File: config.mk
export PLATFORM = sky130hd
export DESIGN_NAME = uart_frame_scheduler_flat
export DESIGN_NICKNAME = d
export VERILOG_FILES = /design/src/rtl/uart_frame_scheduler_pkg.sv /design/src/rtl/uart_frame_scheduler_if.sv /design/src/rtl/uart_frame_scheduler_sched_ack_tracker.sv /design/src/rtl/uart_frame_scheduler.sv /design/src/flat_wrapper.sv
export SDC_FILE = /design/constraint.sdc
export NUM_CORES = 1
export LEC_CHECK = 0
export BUFFER_PORTS_ARGS = -buffer_cell sky130_fd_sc_hd__buf_2
export CORE_MARGIN = 3
export CORE_UTILIZATION = 24
export CTS_CLUSTER_DIAMETER = 30
export DETAILED_ROUTE_END_ITERATION = 10
export PLACE_DENSITY = 0.4
export SYNTH_ARGS = -nofsm -noshare
export SYNTH_HDL_FRONTEND = slang
export SYNTH_SLANG_ARGS = --single-unit
File: constraint.sdc
create_clock -name clk -period 3.95 [get_ports clk]
set_clock_uncertainty 0.05 [all_clocks]
set_input_delay 0.1975 -clock clk [delete_from_list [all_inputs] [get_ports clk]]
set_output_delay 0.1975 -clock clk [all_outputs]
set_load 0.02 [all_outputs]
File: src/rtl/uart_frame_scheduler_pkg.sv
// Shared types and byte-packing helpers for the UART frame scheduler.
// The optional watchdog is enabled with the UART_SCHED_TIMEOUT_EN macro.
package uart_frame_scheduler_pkg;

  localparam int DEFAULT_NUM_MODULES = 9;

  typedef enum logic [2:0] {
    S_IDLE      = 3'd0,
    S_B1_REQ    = 3'd1,
    S_B1_DRAIN  = 3'd2,
    S_B2_REQ    = 3'd3,
    S_B2_DRAIN  = 3'd4,
    S_WAIT_TICK = 3'd5,
    S_SHOOT     = 3'd6
  } sched_state_e;

  function automatic logic [7:0] pack_byte1(input logic [11:0] idx);
    return idx[11:4];
  endfunction

  function automatic logic [7:0] pack_byte2(input logic [11:0] idx, input logic [3:0] id);
    return {idx[3:0], id};
  endfunction

endpackage

File: src/rtl/uart_frame_scheduler_if.sv
// Frame request, UART TX fan-out and shoot signals of the scheduler.
// slave = scheduler view, master = surrounding logic / bench view.
interface uart_frame_scheduler_if
  import uart_frame_scheduler_pkg::*;
#(
  parameter int NUM_MODULES = DEFAULT_NUM_MODULES
);
  logic                   frame_valid;
  logic                   frame_ready;
  logic [11:0]            sin_index;
  logic [3:0]             uart_id;
  logic [NUM_MODULES-1:0] module_mask;
  logic                   period_tick;
  logic [7:0]             data_to_tx;
  logic [NUM_MODULES-1:0] start_tx;
  logic [NUM_MODULES-1:0] tx_busy;
  logic                   shoot;
  logic                   overrun;
  logic                   err_timeout;

  modport slave (
    input  frame_valid, sin_index, uart_id, module_mask, period_tick, tx_busy,
    output frame_ready, data_to_tx, start_tx, shoot, overrun, err_timeout
  );

  modport master (
    output frame_valid, sin_index, uart_id, module_mask, period_tick, tx_busy,
    input  frame_ready, data_to_tx, start_tx, shoot, overrun, err_timeout
  );
endinterface

File: src/rtl/uart_frame_scheduler_sched_ack_tracker.sv
// Per-channel sticky acknowledge bits plus the all-acked / all-idle compares.
// One instance serves both bytes; the scheduler clears it between them.
module sched_ack_tracker
  import uart_frame_scheduler_pkg::*;
#(
  parameter int NUM_MODULES = DEFAULT_NUM_MODULES
) (
  input  logic                   clk,
  input  logic                   reset,
  input  logic                   i_capture,
  input  logic                   i_clear,
  input  logic [NUM_MODULES-1:0] i_mask,
  input  logic [NUM_MODULES-1:0] i_busy,
  output logic [NUM_MODULES-1:0] o_ack_next,
  output logic                   o_all_acked,
  output logic                   o_all_idle
);
  logic [NUM_MODULES-1:0] r_ack;
  logic [NUM_MODULES-1:0] w_busy_en;

  assign w_busy_en   = i_busy & i_mask;
  // Compare includes this cycle's busy so start_tx drops on the same edge the last ack lands.
  assign o_ack_next  = r_ack | w_busy_en;
  assign o_all_acked = (o_ack_next == i_mask);
  assign o_all_idle  = (w_busy_en == '0);

  // NOTE: sequential state uses non-blocking assignments so every flop samples pre-edge values.
  always_ff @(posedge clk) begin
    if (reset || i_clear) r_ack <= '0;
    else if (i_capture)   r_ack <= o_ack_next;
  end
endmodule

File: src/rtl/uart_frame_scheduler.sv
// Broadcasts a two-byte sine/id frame to the enabled UART TX channels, then shoots on the next
// PWM period tick. Define UART_SCHED_TIMEOUT_EN to add a per-phase watchdog.
module uart_frame_scheduler
  import uart_frame_scheduler_pkg::*;
#(
  parameter int NUM_MODULES    = DEFAULT_NUM_MODULES,
  parameter int SHOOT_LEN      = 4,
  parameter int TIMEOUT_CYCLES = 4096
) (
  input logic clk,
  input logic reset,
  uart_frame_scheduler_if.slave bus
);
  localparam int CNT_MAX = (TIMEOUT_CYCLES > SHOOT_LEN) ? TIMEOUT_CYCLES : SHOOT_LEN;
  localparam int CNT_W   = $clog2(CNT_MAX) + 1;

  sched_state_e           r_state;
  logic [11:0]            r_idx;
  logic [3:0]             r_id;
  logic [NUM_MODULES-1:0] r_mask;
  logic [CNT_W-1:0]       r_cnt;
  logic                   r_frame_ready;
  logic [7:0]             r_data;
  logic [NUM_MODULES-1:0] r_start;
  logic                   r_shoot;
  logic                   r_overrun;
  logic                   r_err;

  logic                   w_in_req;
  logic                   w_sending;
  logic                   w_count_en;
  logic                   w_timeout;
  logic                   w_clear_ack;
  logic [NUM_MODULES-1:0] w_ack_next;
  logic                   w_all_acked;
  logic                   w_all_idle;

  assign w_in_req  = (r_state == S_B1_REQ) || (r_state == S_B2_REQ);
  assign w_sending = w_in_req || (r_state == S_B1_DRAIN) || (r_state == S_B2_DRAIN);

`ifdef UART_SCHED_TIMEOUT_EN
  assign w_count_en = (r_state == S_SHOOT) || w_sending;
  assign w_timeout  = w_sending && (r_cnt == CNT_W'(TIMEOUT_CYCLES - 1));
`else
  assign w_count_en = (r_state == S_SHOOT);
  assign w_timeout  = 1'b0;
`endif

  assign w_clear_ack = (w_in_req && w_all_acked) || w_timeout;

  sched_ack_tracker #(.NUM_MODULES(NUM_MODULES)) u_ack (
    .clk        (clk),
    .reset      (reset),
    .i_capture  (w_in_req),
    .i_clear    (w_clear_ack),
    .i_mask     (r_mask),
    .i_busy     (bus.tx_busy),
    .o_ack_next (w_ack_next),
    .o_all_acked(w_all_acked),
    .o_all_idle (w_all_idle)
  );

  always_ff @(posedge clk) begin
    if (reset) begin
      r_state       <= S_IDLE;
      r_idx         <= '0;
      r_id          <= '0;
      r_mask        <= '0;
      r_cnt         <= '0;
      r_frame_ready <= 1'b0;
      r_data        <= '0;
      r_start       <= '0;
      r_shoot       <= 1'b0;
      r_overrun     <= 1'b0;
      r_err         <= 1'b0;
    end else begin
      r_overrun <= bus.period_tick && w_sending;
      r_err     <= 1'b0;
      if (w_count_en) r_cnt <= r_cnt + CNT_W'(1);

      case (r_state)
        S_IDLE: begin
          r_frame_ready <= 1'b1;
          if (bus.frame_valid && r_frame_ready) begin
            r_idx         <= bus.sin_index;
            r_id          <= bus.uart_id;
            r_mask        <= bus.module_mask;
            r_data        <= pack_byte1(bus.sin_index);
            r_frame_ready <= 1'b0;
            r_cnt         <= '0;
            if (bus.module_mask == '0) begin
              r_state <= S_WAIT_TICK;
            end else begin
              r_state <= S_B1_REQ;
              r_start <= bus.module_mask;
            end
          end
        end
        S_B1_REQ, S_B2_REQ: begin
          if (w_all_acked) begin
            r_start <= '0;
            r_cnt   <= '0;
            r_state <= (r_state == S_B1_REQ) ? S_B1_DRAIN : S_B2_DRAIN;
          end else begin
            r_start <= r_mask & ~w_ack_next;
          end
        end
        S_B1_DRAIN: begin
          if (w_all_idle) begin
            r_state <= S_B2_REQ;
            r_data  <= pack_byte2(r_idx, r_id);
            r_start <= r_mask;
            r_cnt   <= '0;
          end
        end
        S_B2_DRAIN: begin
          if (w_all_idle) begin
            r_state <= S_WAIT_TICK;
            r_cnt   <= '0;
          end
        end
        S_WAIT_TICK: begin
          if (bus.period_tick) begin
            r_state <= S_SHOOT;
            r_shoot <= 1'b1;
            r_cnt   <= '0;
          end
        end
        S_SHOOT: begin
          if (r_cnt == CNT_W'(SHOOT_LEN - 1)) begin
            r_state       <= S_IDLE;
            r_shoot       <= 1'b0;
            r_frame_ready <= 1'b1;
            r_cnt         <= '0;
          end
        end
        default: begin
          r_state <= S_IDLE;
          r_start <= '0;
          r_shoot <= 1'b0;
          r_cnt   <= '0;
        end
      endcase

      // Watchdog abort is written last so it overrides any transition chosen above.
      if (w_timeout) begin
        r_state       <= S_IDLE;
        r_start       <= '0;
        r_err         <= 1'b1;
        r_frame_ready <= 1'b1;
        r_cnt         <= '0;
      end
    end
  end

  assign bus.frame_ready = r_frame_ready;
  assign bus.data_to_tx  = r_data;
  assign bus.start_tx    = r_start;
  assign bus.shoot       = r_shoot;
  assign bus.overrun     = r_overrun;
  assign bus.err_timeout = r_err;
endmodule

File: src/flat_wrapper.sv
// flat-port wrapper written by rule: the top's interface ports become plain ports
module uart_frame_scheduler_flat import uart_frame_scheduler_pkg::*;
#(
  parameter int NUM_MODULES    = DEFAULT_NUM_MODULES,
  parameter int SHOOT_LEN      = 4,
  parameter int TIMEOUT_CYCLES = 4096
)
  (clk, reset, bus_frame_valid, bus_sin_index, bus_uart_id, bus_module_mask, bus_period_tick, bus_tx_busy, bus_frame_ready, bus_data_to_tx, bus_start_tx, bus_shoot, bus_overrun, bus_err_timeout);
  uart_frame_scheduler_if #(.NUM_MODULES(NUM_MODULES)) bus_i ();
  input logic clk;
  input logic reset;
  input wire logic [$bits(bus_i.frame_valid)-1:0] bus_frame_valid;
  input wire logic [$bits(bus_i.sin_index)-1:0] bus_sin_index;
  input wire logic [$bits(bus_i.uart_id)-1:0] bus_uart_id;
  input wire logic [$bits(bus_i.module_mask)-1:0] bus_module_mask;
  input wire logic [$bits(bus_i.period_tick)-1:0] bus_period_tick;
  input wire logic [$bits(bus_i.tx_busy)-1:0] bus_tx_busy;
  output wire logic [$bits(bus_i.frame_ready)-1:0] bus_frame_ready;
  output wire logic [$bits(bus_i.data_to_tx)-1:0] bus_data_to_tx;
  output wire logic [$bits(bus_i.start_tx)-1:0] bus_start_tx;
  output wire logic [$bits(bus_i.shoot)-1:0] bus_shoot;
  output wire logic [$bits(bus_i.overrun)-1:0] bus_overrun;
  output wire logic [$bits(bus_i.err_timeout)-1:0] bus_err_timeout;
  assign bus_i.frame_valid = bus_frame_valid;
  assign bus_i.sin_index = bus_sin_index;
  assign bus_i.uart_id = bus_uart_id;
  assign bus_i.module_mask = bus_module_mask;
  assign bus_i.period_tick = bus_period_tick;
  assign bus_i.tx_busy = bus_tx_busy;
  assign bus_frame_ready = bus_i.frame_ready;
  assign bus_data_to_tx = bus_i.data_to_tx;
  assign bus_start_tx = bus_i.start_tx;
  assign bus_shoot = bus_i.shoot;
  assign bus_overrun = bus_i.overrun;
  assign bus_err_timeout = bus_i.err_timeout;
  uart_frame_scheduler #(.NUM_MODULES(NUM_MODULES), .SHOOT_LEN(SHOOT_LEN), .TIMEOUT_CYCLES(TIMEOUT_CYCLES)) u_core (.clk(clk), .reset(reset), .bus(bus_i));
endmodule
After elaboration in Yosys (flattened, before gate mapping)
Cells that the tools add are included. W data, S select, Z words.

Bits in registers: 62. Bits in latches: 0. Bits in writable memories: 0. Memory bits (read-only): 0. Bits of input ports: 38. Output and inout port bits: 21. Word-level logic and storage cells: 85. Memories kept: 0.

Add/sub/neg operators: 1. Multiply operators: 0. Divide/modulo/power cells: 0. Magnitude comparators: 0. Equal/unequal tests: 15. Shift-type cells: 0. Muxes and demuxes: 30. Bitwise logic cells: 6. Reduce and logical (&&, ||, !) cells: 22.

Operator list (number): $mux W13 (6); $pmux W13 S5 (1); $mux W9 (4); $pmux W9 S4 (1); $mux W3 (8); $and A9 B9 Y9 (2); $logic_not A9 Y1 (2); $pmux W3 S6 (1); $mux W8 (2); $pmux W8 S2 (1); $add A13 B1 Y13 const B (1); $eq A13 B2 Y1 const B (1); $ne A2 B2 Y1 const B (5); $eq A3 B3 Y1 const B (3); $eq A9 B9 Y1 (1); $not A9 Y9 (1); $or A9 B9 Y9 (1); $eq A3 B2 Y1 const B (2); $reduce_and A3 Y1 (2); $reduce_and A6 Y1 (1); $reduce_or A5 Y1 (1); $logic_or A1 B1 Y1 (4); $mux W1 (4); $ne A2 B1 Y1 const B (2); 11 further kinds (17).

Depth between registers and ports, before layout
Gate-level depths: netlist of run 1.

Depth after elaboration: 6. Mapped depth: 8. Mapped depth without buffers: 7.

By module
From an unflattened synthesis of run 1, not the netlist that was laid out.

Cell total of the unflattened synthesis: 364. Area, all modules: 2941.6 µm².

Modules (own cells, without submodules): uart_frame_scheduler (instances 1, cells each 286, area an instance 2398.6 µm², seq. area each 1061.0 µm²); sched_ack_tracker (instances 1, cells each 78, area an instance 543.0 µm², seq. area each 180.2 µm²).

Least setup slack after synthesis of run 1
Ideal clock, no wire load.

Path type: reg2reg. Start: register u_core.r_mask[8]. End: register u_core.r_cnt[10]. Setup time: 117 ps. Arrival: 1819 ps. Data required time: 3783 ps. Slack: 1964 ps. Stages on the path, launching flop included: 9. Buffers on the path: 1. Period minus slack after synthesis: 1986 ps. Path through: dfxtp_1 a21oi_1 ha_1 nand4_1 o31ai_1 a311o_1 and3_1 buf_2 nor2_1.

Word-level cells in the longest chain between the ends: 5. Elaborated cells between the ends (all ways): 7. Those cells by class: eq/ne: 1; mux: 3; bitwise: 2; reduce/logical: 1.

Ends and longest elaborated chain: from (decl) (RTL line uart_frame_scheduler.sv:20) `logic [NUM_MODULES-1:0] r_mask;`; from (signal assigned) (RTL line uart_frame_scheduler.sv:87) `r_mask <= bus.module_mask;`; $and A9 B9 Y9 (RTL line uart_frame_scheduler_sched_ack_tracker.sv:21) `assign w_busy_en = i_busy & i_mask;`; $or A9 B9 Y9 (RTL line uart_frame_scheduler_sched_ack_tracker.sv:23) `assign o_ack_next = r_ack | w_busy_en;`; $eq A9 B9 Y1 (RTL line uart_frame_scheduler_sched_ack_tracker.sv:24) `assign o_all_acked = (o_ack_next == i_mask);`; $mux W13 (RTL line uart_frame_scheduler.sv:100) `if (w_all_acked) begin`; $pmux W13 S5 (*) (RTL line uart_frame_scheduler.sv:81) `case (r_state)`; to (signal assigned) (RTL line uart_frame_scheduler.sv:79) `if (w_count_en) r_cnt <= r_cnt + CNT_W'(1);`; to (decl) (RTL line uart_frame_scheduler.sv:21) `logic [CNT_W-1:0] r_cnt;`.

Every way passes the cells marked *; elsewhere a longest branch is shown, timed or not. A chain may end at the register's enable or synchronous reset.

Final worst setup path of run 1
Start: register u_core.r_mask[8]. End: register u_core.r_cnt[1].

Same word-level chain as after synthesis.

==> impl_metrics.toml, run 1 <==
[final_layout]
n_antenna_cell = 0
layout.cells.non_filler = 572
nNetsFinal = 447
layout-drive-gt1-share_pct = 19.8
nFillCells = 1325
area_growth_pct = 22.2

[clock_tree]
path_clk_slew_ns = 0.05
cts_root_buffer = "clkbuf_16"
cts_tree = "yes"
numCtsBuffers = 9
cts_buffer_depth = 2
cts_setup_buffers = 0
holdBufCountCts = 0
ctsResizeCount = 0
cts_sinks = 62
htreeDepth = 3
insertion_delay_ns = 0.33

[sta]
finalHoldViolations = 0
period_needed_ns = 2.45
final-setup-viol-count = 0
clock.fmax_ghz = 0.409
max_slew.worst_pin.slew_ns = 0.768
relSlewSlack_pct = 48.8
slew_viol_final = 0
fin_crit_sh_pct = 61.9
rsz0062_at_grt = "false"
final.setup.tns_ns = 0

[floorplan]
row_count = 40
core_area_um2 = 12100
initial_utilization_pct = 24.7
die_h_um = 117
die_w_um = 117
io_pins = 59
dieArea_um2 = 13800

[setup_path]
crit_fanout = 13
path_class = "flop to flop"
r2r-start = "u_core.r_mask[8]"
critPathLaunch = "u_core.r_mask[8]"
startpoint_type = "flop"
crit_path_end_kind = "flop"
worst_ep_required_time_ns = 4.09
arrival_ns = 2.58

[synthesis]
yosysSeqAreaShare_pct = 41.7
syn-num-nets = 398
synth-async-reset-ratio_pct = 0
synth_most_common_cell = "dfxtp_1"
syn_area_per_cell_um2 = 8.51
ys_ff_latch = 62
synth_ff_type = "dfxtp_1"
synth_top_cells_by_count = "dfxtp_1 (62), nand2_1 (49), nor2_1 (42)"
synth_area_um2 = 2980
post-synth-top-area-cell = "dfxtp_1"
synth_area_leaders = "dfxtp_1 (42%), nand2_1 (6.2%), nor2_1 (5.3%)"
yosys_warnings = 0
syn_inst = 350
synth_edf_count = 0
yosysTopAreaCellShare_pct = 41.7
ys_types = 50

[grt]
grt_pass1_vias = 2629
antenna_found_initial = 0
grt.overflow.total = 0
grt_pass1_wl_mm = 13.7
grt_max_degree = 35
grt_usage_pct = 12.5

[run_status]
status = "completed"

[place]
routabilityCongestion = 0.750
dp.cells = 556
portBuffers = 57
hpwl_mm = 5.97

[detailed_routing]
drt_first_pass_iters = 4
wire_per_inst_um = 14.7
vias = 2628
detail_route.iter0.violations = 111
ant_nets = 0
wirelength_mm = 8.43
route.detailed.drc = 0
vias_per_cell = 4.59

[flow_run]
cap_violations = 0

[power_and_ir_drop]
pwr_density_cell_nw_per_um2 = 676
leakage_uw = 0.00146
peakVddDrop_mv = 0.255

[worst_hold_path]
holdCritStartpoint = "bus_sin_index[1]"
min_path_type = "input pin to flop"
==> through the flow <==
| step | power [uW] | hold slack (ns) | area [um^2] | util, % | setup WS, ns |
|---|---|---|---|---|---|
| after detailed placement | 1770 | 0.398 | 3380 | 28.0 | 1.50 |
| after CTS | 2500 | 0.0528 | 3640 | 30.2 | 1.50 |
| after floorplan | 1510 | 0.283 | 2980 | - | 1.96 |
| final | 2460 | 0.0648 | 3640 | 30.2 | 1.50 |
| after global placement | 1770 | 0.394 | 3380 | 28.0 | 1.55 |
| after global routing | 2640 | 0.0576 | 3640 | 30.2 | 1.21 |
==> critical path, cell delays in order, from the launching register on <==
cell and delay, ns:
dfxtp_1 0.42, a21oi_1 0.10, ha_1 0.28, nand4_1 0.16, o31ai_1 0.47, a311o_1 0.23, and3_1 0.49, nor3_1 0.11
==> flip-flops by register name, summed over array words and instances, names as in the netlist <==
register / cells
u_core.bus.data_to_tx: 8
u_core.bus.frame_ready: 1
u_core.bus.overrun: 1
u_core.bus.shoot: 1
u_core.bus.start_tx: 9
u_core.r_cnt: 13
u_core.r_id: 4
u_core.r_idx: 4
u_core.r_mask: 9
u_core.r_state: 3
u_core.u_ack.r_ack: 9
==> area by class of cell <==
type / count / area, um^2 / share of cell area, %
inverters: 8 / 30.0 / 0.825
well taps: 168 / 210 / 5.77
clock buffers: 15 / 258 / 7.08
flip-flops and latches: 62 / 1240 / 34.1
clock inverters: 1 / 5.00 / 0.137
repair buffers: 59 / 300 / 8.25
multi-input cells: 259 / 1600 / 43.8
==> path summary, 6_finish.rpt <==
kind | endpoint | slack, ns | depth (start not counted)
worst max-delay path | u_core.r_cnt[1] | 1.50 | 7
worst min-delay path | u_core.r_idx[1] | 0.06 | 3
worst max register to register | u_core.r_cnt[1] | 1.50 | 7
worst min register to register | u_core.r_id[3] | 0.40 | 2
==> where the power goes <==
group	internal, uW	total (uW)	switching [uW]
Clock	441	707	266
Sequential	753	869	116
Combinational	312	884	572
Total	1510	2460	954
==> layout by cell type (no fill, tap or decap), types with 10 or more instances in the layout <==
cell type	n
nand2_1	49
nor2_1	42
buf_2	57
a31oi_1	11
xnor2_1	10
dfxtp_1	62
ha_1	10
mux2i_1	14
a21oi_1	31
==> layer usage <==
layer	global-route usage, %	vias to the layer above	wire length (um)
met5	0	-	0
met4	4.62	0	156
met3	3.62	11	339
met2	20.4	65	4000
met1	15.7	1208	3940
li1	-	1344	-
==> cells by family after synthesis <==
group,after synthesis,share of synthesized area (%)
AO/OA/AOI/OAI,89,20.6
XOR/XNOR,13,3.82
adder cells (fa/ha/maj),10,4.20
buffers and inverters,29,4.75
flip-flops,62,41.7
multiplexers,14,4.70
other,1,0.126
AND/OR/NAND/NOR,132,20.2
Power figures use the tool's default switching activity.
==> inputs of run 2 (changes only) <==
==> constraint.sdc (replaced) <==
create_clock -name clk -period 2.4 [get_ports clk]
set_clock_uncertainty 0.05 [all_clocks]
set_input_delay 0.12 -clock clk [delete_from_list [all_inputs] [get_ports clk]]
set_output_delay 0.12 -clock clk [all_outputs]
set_load 0.02 [all_outputs]
==> impl_metrics.toml, run 2 (synthesis results as in run 1) <==
[clock_tree]
htreeDepth = 3
cts_root_buffer = "clkbuf_16"
insertion_delay_ns = 0.33
cts_buffer_depth = 2
cts_sinks = 62
cts_tree = "yes"
path_clk_slew_ns = 0.05
numCtsBuffers = 9
cts_setup_buffers = 0

[floorplan]
dieArea_um2 = 13800
die_h_um = 117
core_area_um2 = 12100
initial_utilization_pct = 24.7
row_count = 40
io_pins = 59
die_w_um = 117

[setup_path]
path_class = "flop to flop"
worst_ep_required_time_ns = 2.56
startpoint_type = "flop"
r2r-start = "u_core.r_mask[1]"
crit_buf_inv = 1
critPathSlowestCell = "o31ai_1"
crit_fanout = 13
cp_top_family = "compound AO/OA/AOI/OAI gates"
crit_chain = "a21oi_1 > ha_1 > nand3_1 > o31ai_1 > a311o_1 > and3_1 > buf_12 > nor3_1"
arrival_ns = 2.43
cpPeakStageDelay_ns = 0.45
crit_path_end_kind = "flop"
critPathLaunch = "u_core.r_mask[1]"

[final_layout]
nFillCells = 1290
area_growth_pct = 29.2
largest_register = "u_core.r_cnt"
nNetsFinal = 471
n_antenna_cell = 0
layout.cells.non_filler = 594
largest_register_ffs = 13
layout-drive-gt1-share_pct = 22.5
fin_util_pct = 31.9
final_common_cell = "dfxtp_1"
mostFrequentLayoutCells = "dfxtp_1 (62), buf_2 (57), nand2_1 (49)"

[detailed_routing]
drt_first_pass_iters = 4
vias_per_cell = 4.59
wire_per_inst_um = 14.8
ant_nets = 0
detail_route.iter0.violations = 161
wirelength_mm = 8.79
vias = 2724
route.detailed.drc = 0

[power_and_ir_drop]
clkPwrFrac_pct = 27.3
sw_frac_of_total_pct = 38.1
power_frac_seq_pct = 33.1
power.switching_uw = 1590
power_frac_comb_pct = 39.6
pwr_density_cell_nw_per_um2 = 1090
peakVddDrop_mv = 0.487
internal_power_uw = 2590
leakage_uw = 0.00158

[place]
portBuffers = 57
hpwl_mm = 6.34
preCtsSetupSlack_ns = 0.206
dp.cells = 571
routabilityCongestion = 0.794

[sta]
max_slew.worst_pin.slew_ns = 0.512
whs_ns = 0.0108
slew_viol_final = 0
finalHoldViolations = 0
final.setup.tns_ns = 0
rsz0062_at_grt = "false"
fin_crit_sh_pct = 94.5
relSlewSlack_pct = 65.9
final-setup-viol-count = 0
period_needed_ns = 2.27
layout_setup_ws_ns = 0.132
clock.fmax_ghz = 0.441

[grt]
antenna_found_initial = 0
grt_usage_pct = 13.1
grt.overflow.total = 0
grt_pass1_vias = 2768
grt_max_degree = 19
grt_pass1_wl_mm = 14.3

[flow_run]
cap_violations = 0

[worst_hold_path]
holdCritStartpoint = "bus_module_mask[7]"
min_path_type = "input pin to flop"

[run_status]
status = "completed"
-- run 2: changes by cell type in the layout (fill, tap and decap cells not counted) --
cell and change:
buf_4 +14, dlygate4sd3_1 +9, clkbuf_1 -3, clkinv_2 +1
buf_12 +1
-- run 2: repair_timing --
item                                   CTS  global route
hold buffers                             9             0
resized for setup                        0             0
endpoints found under the hold margin    9             0
-- run 2: final timing paths --
kind	end	slack, ns	depth (start not counted)
worst max-delay path	u_core.r_cnt[1]	0.13	8
worst min-delay path	u_core.r_mask[7]	0.01	3
worst max register to register	u_core.r_cnt[1]	0.13	8
worst min register to register	u_core.r_id[3]	0.40	2
-- run 2: stage by stage --
stage	power, uW	instance area, um^2
finish	4180	3850
global route	4470	3850
CTS	4240	3850
detailed placement	3060	3500
global placement	3070	3500
floorplan	2480	2980
-- run 2: layout make-up --
class | instances | area, um^2 | share of cell area (%)
multi-input combinational | 259 | 1600 | 41.5
sequential | 62 | 1240 | 32.2
timing repair buffer | 83 | 515 | 13.4
clock buffer | 12 | 246 | 6.40
tap | 168 | 210 | 5.46
inverter | 8 | 30.0 | 0.780
clock inverter | 2 | 10.0 | 0.260
-- run 2: tightest hold or removal path: stages --
cell,delay (ns)
buf_2,0.11
nand2_1,0.05
a21oi_1,0.05
-- run 2: power groups by stage --
stage	clock, uW	combinational, uW	sequential, uW
5_1_grt	1220	1830	1420
4_1_cts	1180	1680	1390
6_report	1140	1660	1380
3_3_place_gp	0	1670	1400
3_5_place_dp	0	1660	1410
2_1_floorplan	0	930	1550
-- run 2: layer usage --
metal / vias to the layer above / routed length [um] / global-route usage (%)
li1: 1387 / - / -
met4: 0 / 152 / 4.55
met5: - / 0 / 0
met3: 12 / 360 / 3.38
met1: 1266 / 4110 / 16.4
met2: 59 / 4170 / 21.9
==> inputs of run 3 (changes only) <==
--- a/config.mk
+++ b/config.mk
@@ -6,7 +6,7 @@
 export NUM_CORES = 1
 export LEC_CHECK = 0
 export BUFFER_PORTS_ARGS = -buffer_cell sky130_fd_sc_hd__buf_2
-export CORE_MARGIN = 3
+export CORE_MARGIN = 1
 export CORE_UTILIZATION = 24
 export CTS_CLUSTER_DIAMETER = 30
 export DETAILED_ROUTE_END_ITERATION = 10
==> impl_metrics.toml, run 3 (synthesis results as in run 1) <==
[run_status]
status = "completed"

[sta]
relSlewSlack_pct = 66.2
max_slew.worst_pin.slew_ns = 0.507
clock.fmax_ghz = 0.466
rsz0062_at_grt = "false"
period_needed_ns = 2.15
fin_crit_sh_pct = 89.4
slew_viol_final = 0
finalHoldViolations = 0
final-setup-viol-count = 0
final.setup.tns_ns = 0

[detailed_routing]
wire_per_inst_um = 14.0
vias = 2786
ant_nets = 0
route.detailed.drc = 0
drt_first_pass_iters = 4
wirelength_mm = 8.46
detail_route.iter0.violations = 157
vias_per_cell = 4.61

[setup_path]
worst_ep_required_time_ns = 2.63
endpoint = "u_core.r_state[2]"
cpPeakStageDelay_ns = 0.41
crit_chain = "a21oi_1 > ha_1 > nand4_1 > o31ai_2 > nand3_1 > nor4b_1 > o21a_1"
critPathSlowestCell = "dfxtp_1"
path_class = "flop to flop"
reg2reg_slack_ns = 0.25
r2r-end = "u_core.r_state[2]"
arrival_ns = 2.38
startpoint_type = "flop"
critPathLaunch = "u_core.r_mask[7]"
r2r-start = "u_core.r_mask[7]"
crit_fanout = 6
crit_path_end_kind = "flop"
reg2reg_depth = 7

[floorplan]
row_count = 40
die_h_um = 113
die_w_um = 113
dieArea_um2 = 12900
core_area_um2 = 12100
initial_utilization_pct = 24.7
io_pins = 59

[clock_tree]
cts_sinks = 62
insertion_delay_ns = 0.33
numCtsBuffers = 9
htreeDepth = 3
cts_buffer_depth = 2
cts_root_buffer = "clkbuf_16"
path_clk_slew_ns = 0.05
cts_tree = "yes"

[place]
place_area_um2 = 3500
hpwl_mm = 6.19
routabilityCongestion = 0.762
portBuffers = 57

[final_layout]
fin_util_pct = 33.0
n_antenna_cell = 0
largest_register_ffs = 13
area_growth_pct = 33.6
fin_area_um2 = 3980
multi_input_area_um2 = 1600
seqCellArea_um2 = 1240
mostFrequentLayoutCells = "dfxtp_1 (62), buf_2 (57), nand2_1 (49)"
final_common_cell = "dfxtp_1"
nFillCells = 1300
nNetsFinal = 479
largest_register = "u_core.r_cnt"
layout-drive-gt1-share_pct = 22.7

[worst_hold_path]
holdCritStartpoint = "bus_module_mask[6]"
min_path_type = "input pin to flop"

[power_and_ir_drop]
leakage_uw = 0.00162
power_frac_seq_pct = 32.0
power.switching_uw = 1620
totalPowerFinal_uw = 4370
power_frac_comb_pct = 37.8
peakVddDrop_mv = 0.370
sw_frac_of_total_pct = 37.0
pwr_density_cell_nw_per_um2 = 1100
internal_power_uw = 2750
clkPwrFrac_pct = 30.2

[grt]
grt.overflow.total = 0
grt_pass1_wl_mm = 14.3
grt_usage_pct = 14.6
antenna_found_initial = 0
grt_max_degree = 21
grt_pass1_vias = 2776

[flow_run]
cap_violations = 0
run 3: area by class of cell:
class | instances | share of cell area, %
Sequential cell | 62 | 31.2
Inverter | 8 | 0.754
Multi-Input combinational cell | 259 | 40.2
Clock inverter | 3 | 1.07
Timing Repair Buffer | 91 | 15.0
Tap cell | 168 | 5.28
Clock buffer | 13 | 6.54
run 3: per-stage QoR:
stage                     setup WS (ns)  hold slack [ns]  instances
final                             0.254          0.00742        604
after global routing             0.0523           0.0226        604
after CTS                         0.151         0.000197        604
after detailed placement          0.187            0.322        571
after global placement            0.210            0.318        571
after floorplan                   0.414            0.206        350
run 3: power by group through the flow:
stage / clock, uW / sequential, uW / combinational, uW
floorplan: 0 / 1550 / 930
global placement: 0 / 1420 / 1640
detailed placement: 0 / 1420 / 1640
CTS: 1360 / 1400 / 1670
global route: 1410 / 1430 / 1840
finish: 1320 / 1400 / 1650
run 3: critical path, delay by kind of cell (launching register included):
kind | cells | cell delay (ns)
adder cells (fa/ha/maj) | 1 | 0.29
AND/OR/NAND/NOR | 3 | 0.74
AO/OA/AOI/OAI | 3 | 0.60
flip-flops | 1 | 0.41
run 3: worst min-delay path by stage:
| stage | to | cells past startpoint | slack [ns] |
|---|---|---|---|
| floorplan | u_core.r_id[0] | 2 | 0.21 |
| global route | u_core.r_mask[6] | 3 | 0.02 |
| detailed placement | u_core.r_idx[2] | 3 | 0.32 |
| CTS | u_core.r_mask[6] | 3 | 0.0002 |
| global placement | u_core.r_idx[1] | 3 | 0.32 |
| finish | u_core.r_mask[6] | 3 | 0.007 |
run 3: repair_timing:
| action | in CTS | in global routing |
|---|---|---|
| setup endpoints to repair | 0 | 3 |
| endpoints found under the hold margin | 17 | 0 |
| resized for setup | 0 | 1 |
| hold buffers | 17 | 0 |
| setup buffers | 0 | 0 |
run 3: routing by layer:
| layer | up-vias | track usage, % | wire (um) |
|---|---|---|---|
| li1 | 1415 | - | - |
| met1 | 1315 | 18.8 | 4110 |
| met2 | 46 | 23.0 | 3890 |
| met3 | 10 | 3.88 | 309 |
| met4 | 0 | 6.32 | 153 |
| met5 | - | 0 | 0 |
